**src/rtl/ysyx_22050854_multiplier_booth.sv**
```systemverilog
// ----------------------------------------------------------------------------
// ysyx_22050854_multiplier_booth
//
// Radix-4 Booth iterative multiplier for the NPC execute stage. It covers
// mul/mulh/mulhsu/mulhu (full XLEN x XLEN) and mulw (32 x 32 signed, result
// sign-extended from bit 31). It retires two multiplier bits per cycle and
// holds its result until the consumer takes it.
//
// Ports
//   clk, rst        clock; asynchronous active-high reset
//   mul_valid       request valid (accepted when mul_valid & mul_ready & ~flush)
//   flush           cancel any request, in flight or completed
//   mulw            32-bit signed multiply with sign-extended result
//   mul_signed      [1] multiplicand signed, [0] multiplier signed (ignored for mulw)
//   multiplicand    operand A (XLEN)
//   multiplier      operand B (XLEN)
//   out_ready       consumer accepts the result
//   mul_ready       high in IDLE
//   mul_doing       high in BUSY
//   out_valid       result valid, held until out_ready
//   result_hi       product[2*XLEN-1:XLEN] (0 for mulw)
//   result_lo       product[XLEN-1:0] (sext(product[31:0]) for mulw)
//
// Optional feature: define YSYX_22050854_MUL_EARLY_OUT_EN to let the FSM
// finish as soon as the remaining multiplier bits can only recode to zero.
// ----------------------------------------------------------------------------
module ysyx_22050854_multiplier_booth #(
  parameter int XLEN = 64
) (
  input  logic            clk,
  input  logic            rst,
  input  logic            mul_valid,
  input  logic            flush,
  input  logic            mulw,
  input  logic [1:0]      mul_signed,
  input  logic [XLEN-1:0] multiplicand,
  input  logic [XLEN-1:0] multiplier,
  input  logic            out_ready,
  output logic            mul_ready,
  output logic            mul_doing,
  output logic            out_valid,
  output logic [XLEN-1:0] result_hi,
  output logic [XLEN-1:0] result_lo
);

  localparam int AW    = 2 * XLEN + 4;   // accumulator / shifted multiplicand
  localparam int BW    = XLEN + 3;       // extended multiplier plus Booth LSB
  localparam int CNT_W = $clog2(XLEN + 2);

  localparam logic [CNT_W-1:0] LAST_FULL = CNT_W'((XLEN + 2) / 2 - 1);
  localparam logic [CNT_W-1:0] LAST_W    = CNT_W'(16);

  typedef enum logic [1:0] {
    S_IDLE = 2'd0,
    S_BUSY = 2'd1,
    S_DONE = 2'd2
  } state_t;

  state_t            state_q, state_d;
  logic [AW-1:0]     a_q, a_d;
  logic [BW-1:0]     b_q, b_d;
  logic [AW-1:0]     acc_q, acc_d;
  logic [CNT_W-1:0]  cnt_q, cnt_d;
  logic              mulw_q, mulw_d;
  logic [XLEN-1:0]   res_hi_q, res_hi_d;
  logic [XLEN-1:0]   res_lo_q, res_lo_d;

  logic [XLEN+1:0]   opa_ext, opb_ext;
  logic [AW-1:0]     acc_nxt;
  logic [BW-1:0]     b_shr;
  logic              last_iter;
  logic              early;

  // Booth radix-4 partial product selection: {b[i+1], b[i], b[i-1]} -> {0, +-A, +-2A}.
  function automatic logic [AW-1:0] booth_pp(input logic [2:0] grp, input logic [AW-1:0] a);
    logic [AW-1:0] a2;
    a2 = {a[AW-2:0], 1'b0};
    case (grp)
      3'b001, 3'b010: return a;
      3'b011:         return a2;
      3'b100:         return ~a2 + AW'(1);
      3'b101, 3'b110: return ~a + AW'(1);
      default:        return '0;
    endcase
  endfunction

  always_comb begin
    // Operand extension to XLEN+2 bits; mulw forces signed 32-bit sources.
    if (mulw) begin
      opa_ext = {{(XLEN-30){multiplicand[31]}}, multiplicand[31:0]};
      opb_ext = {{(XLEN-30){multiplier[31]}}, multiplier[31:0]};
    end else begin
      opa_ext = {{2{mul_signed[1] & multiplicand[XLEN-1]}}, multiplicand};
      opb_ext = {{2{mul_signed[0] & multiplier[XLEN-1]}}, multiplier};
    end

    acc_nxt   = acc_q + booth_pp(b_q[2:0], a_q);
    b_shr     = {{2{b_q[BW-1]}}, b_q[BW-1:2]};
    last_iter = mulw_q ? (cnt_q == LAST_W) : (cnt_q == LAST_FULL);
`ifdef YSYX_22050854_MUL_EARLY_OUT_EN
    // Remaining groups all recode to 0 once the shifted register is uniform.
    early     = (b_shr == '0) || (&b_shr);
`else
    early     = 1'b0;
`endif

    state_d  = state_q;
    a_d      = a_q;
    b_d      = b_q;
    acc_d    = acc_q;
    cnt_d    = cnt_q;
    mulw_d   = mulw_q;
    res_hi_d = res_hi_q;
    res_lo_d = res_lo_q;

    case (state_q)
      S_IDLE: begin
        if (mul_valid && !flush) begin
          a_d     = {{(XLEN+2){opa_ext[XLEN+1]}}, opa_ext};
          b_d     = {opb_ext, 1'b0};
          acc_d   = '0;
          cnt_d   = '0;
          mulw_d  = mulw;
          state_d = S_BUSY;
        end
      end
      S_BUSY: begin
        if (flush) begin
          state_d = S_IDLE;
        end else begin
          acc_d = acc_nxt;
          b_d   = b_shr;
          a_d   = {a_q[AW-3:0], 2'b00};
          cnt_d = cnt_q + CNT_W'(1);
          if (last_iter || early) begin
            state_d = S_DONE;
            if (mulw_q) begin
              res_hi_d = '0;
              res_lo_d = {{(XLEN-32){acc_nxt[31]}}, acc_nxt[31:0]};
            end else begin
              res_hi_d = acc_nxt[2*XLEN-1:XLEN];
              res_lo_d = acc_nxt[XLEN-1:0];
            end
          end
        end
      end
      S_DONE: begin
        // flush and out_ready lead to the same place; results read 0 once invalid.
        if (flush || out_ready) begin
          state_d  = S_IDLE;
          res_hi_d = '0;
          res_lo_d = '0;
        end
      end
      default: state_d = S_IDLE;
    endcase
  end

  always_ff @(posedge clk or posedge rst) begin
    if (rst) begin
      state_q  <= S_IDLE;
      a_q      <= '0;
      b_q      <= '0;
      acc_q    <= '0;
      cnt_q    <= '0;
      mulw_q   <= 1'b0;
      res_hi_q <= '0;
      res_lo_q <= '0;
    end else begin
      state_q  <= state_d;
      a_q      <= a_d;
      b_q      <= b_d;
      acc_q    <= acc_d;
      cnt_q    <= cnt_d;
      mulw_q   <= mulw_d;
      res_hi_q <= res_hi_d;
      res_lo_q <= res_lo_d;
    end
  end

  assign mul_ready = (state_q == S_IDLE);
  assign mul_doing = (state_q == S_BUSY);
  assign out_valid = (state_q == S_DONE);
  assign result_hi = res_hi_q;
  assign result_lo = res_lo_q;

endmodule
```
**config.mk**
```make
export PLATFORM = sky130hd
export DESIGN_NAME = ysyx_22050854_multiplier_booth
export DESIGN_NICKNAME = d
export VERILOG_FILES = /design/src/rtl/ysyx_22050854_multiplier_booth.sv
export SDC_FILE = /design/constraint.sdc
export NUM_CORES = 2
export LEC_CHECK = 0
export BUFFER_PORTS_ARGS = -buffer_cell sky130_fd_sc_hd__buf_4
export CORE_MARGIN = 2
export CORE_UTILIZATION = 56
export DETAILED_ROUTE_END_ITERATION = 12
export MAX_ROUTING_LAYER = met4
export PLACE_DENSITY = 0.78
export SETUP_SLACK_MARGIN = 0.15
export SKIP_CTS_REPAIR_TIMING = 1
export SLEW_MARGIN = 20
export SYNTH_ARGS = -nofsm -noshare
export SYNTH_HDL_FRONTEND = slang
export SYNTH_SLANG_ARGS = --single-unit
```
**constraint.sdc**
```tcl
create_clock -name clk -period 15.5 [get_ports clk]
set_clock_uncertainty 0.05 [all_clocks]
set_input_delay 1.55 -clock clk [delete_from_list [all_inputs] [get_ports clk]]
set_output_delay 1.55 -clock clk [all_outputs]
set_load 0.05 [all_outputs]
```
## Word-level counts from Yosys, hierarchy flattened

Cells that the tools add are included.

- Add/subtract/negate cells: 4
- Eq/ne operators: 15
- Mux-type cells: 30
- Bitwise operators: 5
- Reductions and logical operators: 13

Operators with widths:

| kind | number |
|---|---|
| $mux W132 | 4 |
| $pmux W132 S2 | 2 |
| $pmux W132 S4 | 1 |
| $mux W64 | 7 |
| $add A132 B1 Y132 const B | 2 |
| $not A132 Y132 | 2 |
| $pmux W64 S2 | 2 |
| $mux W66 | 3 |
| $pmux W67 S2 | 1 |
| $add A132 B132 Y132 | 1 |
| $mux W67 | 1 |
| $mux W7 | 2 |
| $pmux W7 S2 | 1 |
| $eq A3 B3 Y1 const B | 3 |
| $reduce_and A3 Y1 | 3 |
| $mux W2 | 4 |
| $add A7 B1 Y7 const B | 1 |
| $eq A7 B5 Y1 const B | 1 |
| $eq A7 B6 Y1 const B | 1 |
| $eq A3 B2 Y1 const B | 2 |
| $ne A2 B1 Y1 const B | 3 |
| $pmux W2 S3 | 1 |
| $reduce_and A4 Y1 | 1 |
| $reduce_bool A2 Y1 | 2 |
| other kinds (14) | 16 |

- Flip-flop bits (word level): 469
- Input port bits: 136
- Logic and storage cells: 76

## Depth between registers and ports, before layout

- Depth after elaboration: 8
- Depth in mapped cells: 28

## Least setup slack after synthesis

Ideal clock, no wire load.

- Path type: register to register
- From: register a_q[30]
- To: register acc_q[125]
- Setup time: 0.131 ns
- Arrival time: 6.319 ns
- Required time: 15.319 ns
- Slack: 8.999 ns
- Cell stages (with the launch flop): 25
- Period minus slack after synthesis: 6.501 ns
- Path through: dfrtp_1 buf_2 or4_1 nor4_2 nand3_1 or2_2 or3b_1 or4_1 or3_1 a21oi_1 a21oi_1 a221o_1 ha_1 a21oi_1 o21bai_1 a21oi_1 o21a_1 nor2_1 or4_1 o21ai_0 a31oi_1 a31oi_1 o21ai_0 nor4b_1 or3_1

- Cells in the longest elaborated chain, start to end: 6
- Elaborated cells between the ends (all ways): 8
- Those cells by class: 3 x add/sub; 3 x mux; 2 x bitwise

Ends and longest elaborated chain:

| what | line | text |
|---|---|---|
| start, declared | 60 | `logic [AW-1:0] a_q, a_d;` |
| start signal, assigned | 162 | `a_q <= '0;` |
| start signal, assigned | 171 | `a_q <= a_d;` |
| $not A132 Y132 (on tied branches) | 82, 81 |  |
| $add A132 B1 Y132 (on tied branches) | 82, 81 |  |
| $pmux W132 S4 (*) | 78 | `case (grp)` |
| $add A132 B132 Y132 (*) | 97 | `acc_nxt = acc_q + booth_pp(b_q[2:0], a_q);` |
| $mux W132 (*) | 128 | `if (flush) begin` |
| $pmux W132 S2 (*) | 116 | `case (state_q)` |
| end signal, assigned | 164 | `acc_q <= '0;` |
| end signal, assigned | 173 | `acc_q <= acc_d;` |
| end, declared | 62 | `logic [AW-1:0] acc_q, acc_d;` |

Every way passes the cells marked *; elsewhere a longest branch is shown, timed or not. The select of a mux whose other input is x is not followed.
A chain may end at the register's enable or synchronous reset.

## Final worst setup path

- From: register a_q[6]
- To: register acc_q[125]

The elaborated chain is that of the path after synthesis.

==> key figures <==
Status
  – Status: finished clean

Synth
  – Ys flop type: dfrtp_1
  – Synthesized instance count: 4,034
  – Yosys top cell by area: dfrtp_1
  – Register area share after synthesis: 0.3513
  – Ys Warns: 0
  – Post-synth ARST share: 1.000
  – Mean post-synth cell area: 8.141 um^2
  – Post-synth EDFFs: 0
  – Yosys reg bits: 461
  – Count of cell types in the netlist: 81
  – Most frequent cell after synthesis: nand2_1
  – Most frequent cells after synthesis: 564 x nand2_1, 461 x dfrtp_1, 409 x o21ai_0, 330 x clkbuf_1, 318 x nor2_1
  – Net Count, Synth: 4,301
  – Top cells by area, synth: dfrtp_1 35%, nand2_1 6.4%, o21ai_0 6.2%
  – Synthesized area: 0.03284 mm^2
  – Area fraction of the dominant cell type after synthesis: 0.3513

Floorplanning
  – Num rows: 88
  – Die X: 246.2 um
  – Overall die height: 246.2 um
  – IO Pins: 267
  – Core ar.: 0.05781 mm^2
  – Die area: 0.06060 mm^2
  – Initial core utilization: 0.5682

Worst setup path
  – Crit. Startpoint: a_q[6]$_DFFE_PP0P_
  – CP max stage delay: 600 ps
  – Worst Path Required: 15,950 ps
  – Arrival @ worst endpoint: 9120 ps
  – Crit path launch type: flip-flop
  – Reg2Reg Capture Point: acc_q[125]$_DFFE_PP0P_
  – Top cell by count, worst path: or3_4
  – R2r startpoint: a_q[6]$_DFFE_PP0P_
  – Setup crit end kind: flip-flop
  – CP max FO: 12
  – Critical Path, Cell by Cell: or4_4 -> nor4b_4 -> nand4_1 -> or3_4 -> or3_4 -> or3_4 -> or3_4 -> or3_4 -> a22oi_2 -> nor2_1 -> a221o_1 -> ha_1 -> a21oi_1 -> o21ai_0 -> a21o_1 -> nand2_1 -> a31oi_1 -> or4_1 -> o21ai_0 -> a31oi_1 -> a31oi_1 -> o21ai_0 -> nor4b_1 -> or3_1
  – Reg-to-reg setup timing slack: 6830 ps
  – WS Path Type: reg2reg
  – Reg2Reg Depth: 24
  – Slowest CP cell: or4_4

Finish
  – Net count, final: 4,310
  – Number of diodes: 0
  – Area Growth Syn to Fin: 11.60%
  – Cell area after layout: 0.03665 mm^2
  – Layout cell share with drive strength beyond 1: 0.1132

Power and ir drop
  – Worst vdd ir: 0.1042 mV
  – Register share of total power: 0.276
  – Clk network pwr share: 0.195
  – P_int: 3.437 mW
  – Net Sw Power: 3.116 mW
  – Lkg Pwr: 16.74 nW
  – Comb pwr share: 0.529
  – Pwr dens: 178.8 mW/mm^2
  – Switching share of power: 0.4755

Place
  – DP Area: 0.03490 mm^2
  – DP Wirelength: 77,820 um
  – Placer Congestion: 1.008
  – PortBufs: 266

Run
  – Max cap viols: 0

STA
  – Least-Margin Pin Slew: 1099 ps
  – Slew Limit Fails: 0
  – Setup-failing EPs final: 0
  – Max-slew headroom: 0.2649
  – Tcrit/Tclk final: 0.5595
  – Fmax: 115.3 MHz
  – Setup TNS Final: 0 ps
  – Hold Vio Cnt, Final: 0
  – RSZ-0062 raised after global routing: no
  – Final Critical Period: 8673 ps

Global route
  – Initial antenna violation count: 0
  – Largest net degree at the start of global routing: 187
  – Vias in the first global route: 29,811
  – First-pass GRT wire length: 171,900 um
  – Total Routing Usage GR: 0.3667
  – GRT overflow: 0

Min path
  – Worst hold path startpoint: b_q[54]$_DFFE_PP0P_
  – Min-Delay Path Class: reg2reg
  – WHS Path Cells: 2
  – Hold path endpoint: b_q[54]$_DFFE_PP0P_

Clock tree
  – Clk pin slew, worst setup/hold paths: 60 ps
  – Clk buf depth: 3
  – Clk root buf: clkbuf_16
  – Total clock sinks: 461
  – CTS tree: built
  – CTS buffer count: 52
  – H-tree lvl count: 2
  – Worst skew pair latency: 630 ps

Routing
  – Routed len/inst: 22.65 um
  – # DRC: 0
  – WL final: 109,800 um
  – Via-to-Cell Ratio: 6.639
  – First-pass DRT Iterations: 8
  – DRT iter0 DRCs: 3,725
  – Via Count: 32,186
  – Post-DRT Antenna Nets: 0
## cells by family (layout without fill, tap and decap cells)
family / after synthesis / count (layout) / synth area share
AOI/OAI and AO/OA: 1418 / 1418 / 0.2883
and+or+nand+nor: 1328 / 1328 / 0.1856
DFF: 461 / 461 / 0.3513
adders and majority gates: 131 / 131 / 0.05014
buffers and inverters: 412 / 461 / 0.04762
xor gates and xnor gates: 248 / 248 / 0.06614
muxes: 36 / 36 / 0.01097
## power groups by stage
stage	Combinational, mW	Clock, mW	Sequential, mW
global route	3.80	1.34	1.84
CTS	3.40	1.29	1.79
finish	3.47	1.28	1.81
global placement	3.37	0	1.80
floorplan	2.67	0	1.59
detailed placement	3.39	0	1.81
## critical path: cells and delay by family (launching register included)
family,cells,cell delay (ps)
adder cells (fa/ha/maj),1,360
AND/OR/NAND/NOR,13,4690
flip-flops,1,490
AO/OA/AOI/OAI,10,2950
## sequential cells by signal, indices dropped and copies added, names as in the netlist
register	cells
mulw_q	1
b_q	67
result_lo	64
result_hi	64
cnt_q	7
acc_q	128
state_q	2
a_q	128
## layer usage
| metal | wire, um | up-vias | global-route usage |
|---|---|---|---|
| met3 | 10490 | 279 | 0.06765 |
| met5 | 0 | - | - |
| met2 | 48390 | 1588 | 0.5403 |
| met4 | 4165 | 0 | 0.1219 |
| li1 | - | 14773 | - |
| met1 | 46760 | 15546 | 0.5087 |
## layout make-up
cell class	instances	area (um^2)
Fill cell	5196	21150
Multi-Input combinational cell	3161	19840
Sequential cell	461	11540
Timing Repair Buffer	308	2337
Clock buffer	71	1464
Tap cell	765	957.2
Clock inverter	23	287.8
Inverter	59	229.0
## how the worst max path moves through the flow
stage / depth (start not counted) / to
floorplan: 1 / a_q[0]$_DFFE_PP0P_
finish: 24 / acc_q[125]$_DFFE_PP0P_
global placement: 24 / acc_q[125]$_DFFE_PP0P_
CTS: 24 / acc_q[125]$_DFFE_PP0P_
global route: 23 / result_hi[61]$_DFFE_PP0P_
detailed placement: 24 / acc_q[125]$_DFFE_PP0P_
## metrics by stage
step	util	power, mW	setup slack (ps)	cells	hold WS (ps)
3_3_place_gp	0.6037	5.172	7288	4754	400.7
3_5_place_dp	0.6037	5.195	7078	4754	406.6
5_1_grt	0.6341	6.977	6461	4848	432.3
4_1_cts	0.6340	6.485	7038	4848	420.0
2_1_floorplan	-	4.258	1046	4034	389.1
6_report	0.6341	6.553	6827	4848	417.4
## layout by cell type (no fill, tap or decap), drive strengths merged, types with 30 or more instances in the layout
| cell | n |
|---|---|
| or3 | 74 |
| nand4 | 55 |
| nand3 | 55 |
| o21ai | 410 |
| a21oi | 302 |
| ha | 130 |
| dfrtp | 461 |
| o21bai | 30 |
| a21o | 54 |
| a22o | 205 |
| mux2i | 36 |
| clkbuf | 71 |
| a221oi | 59 |
| a221o | 84 |
| inv | 61 |
| a22oi | 119 |
| nor2 | 319 |
| xnor2 | 133 |
| nand2 | 564 |
| nor3 | 82 |
| xor2 | 115 |
| buf | 308 |
(Power assumes the default switching activity.)
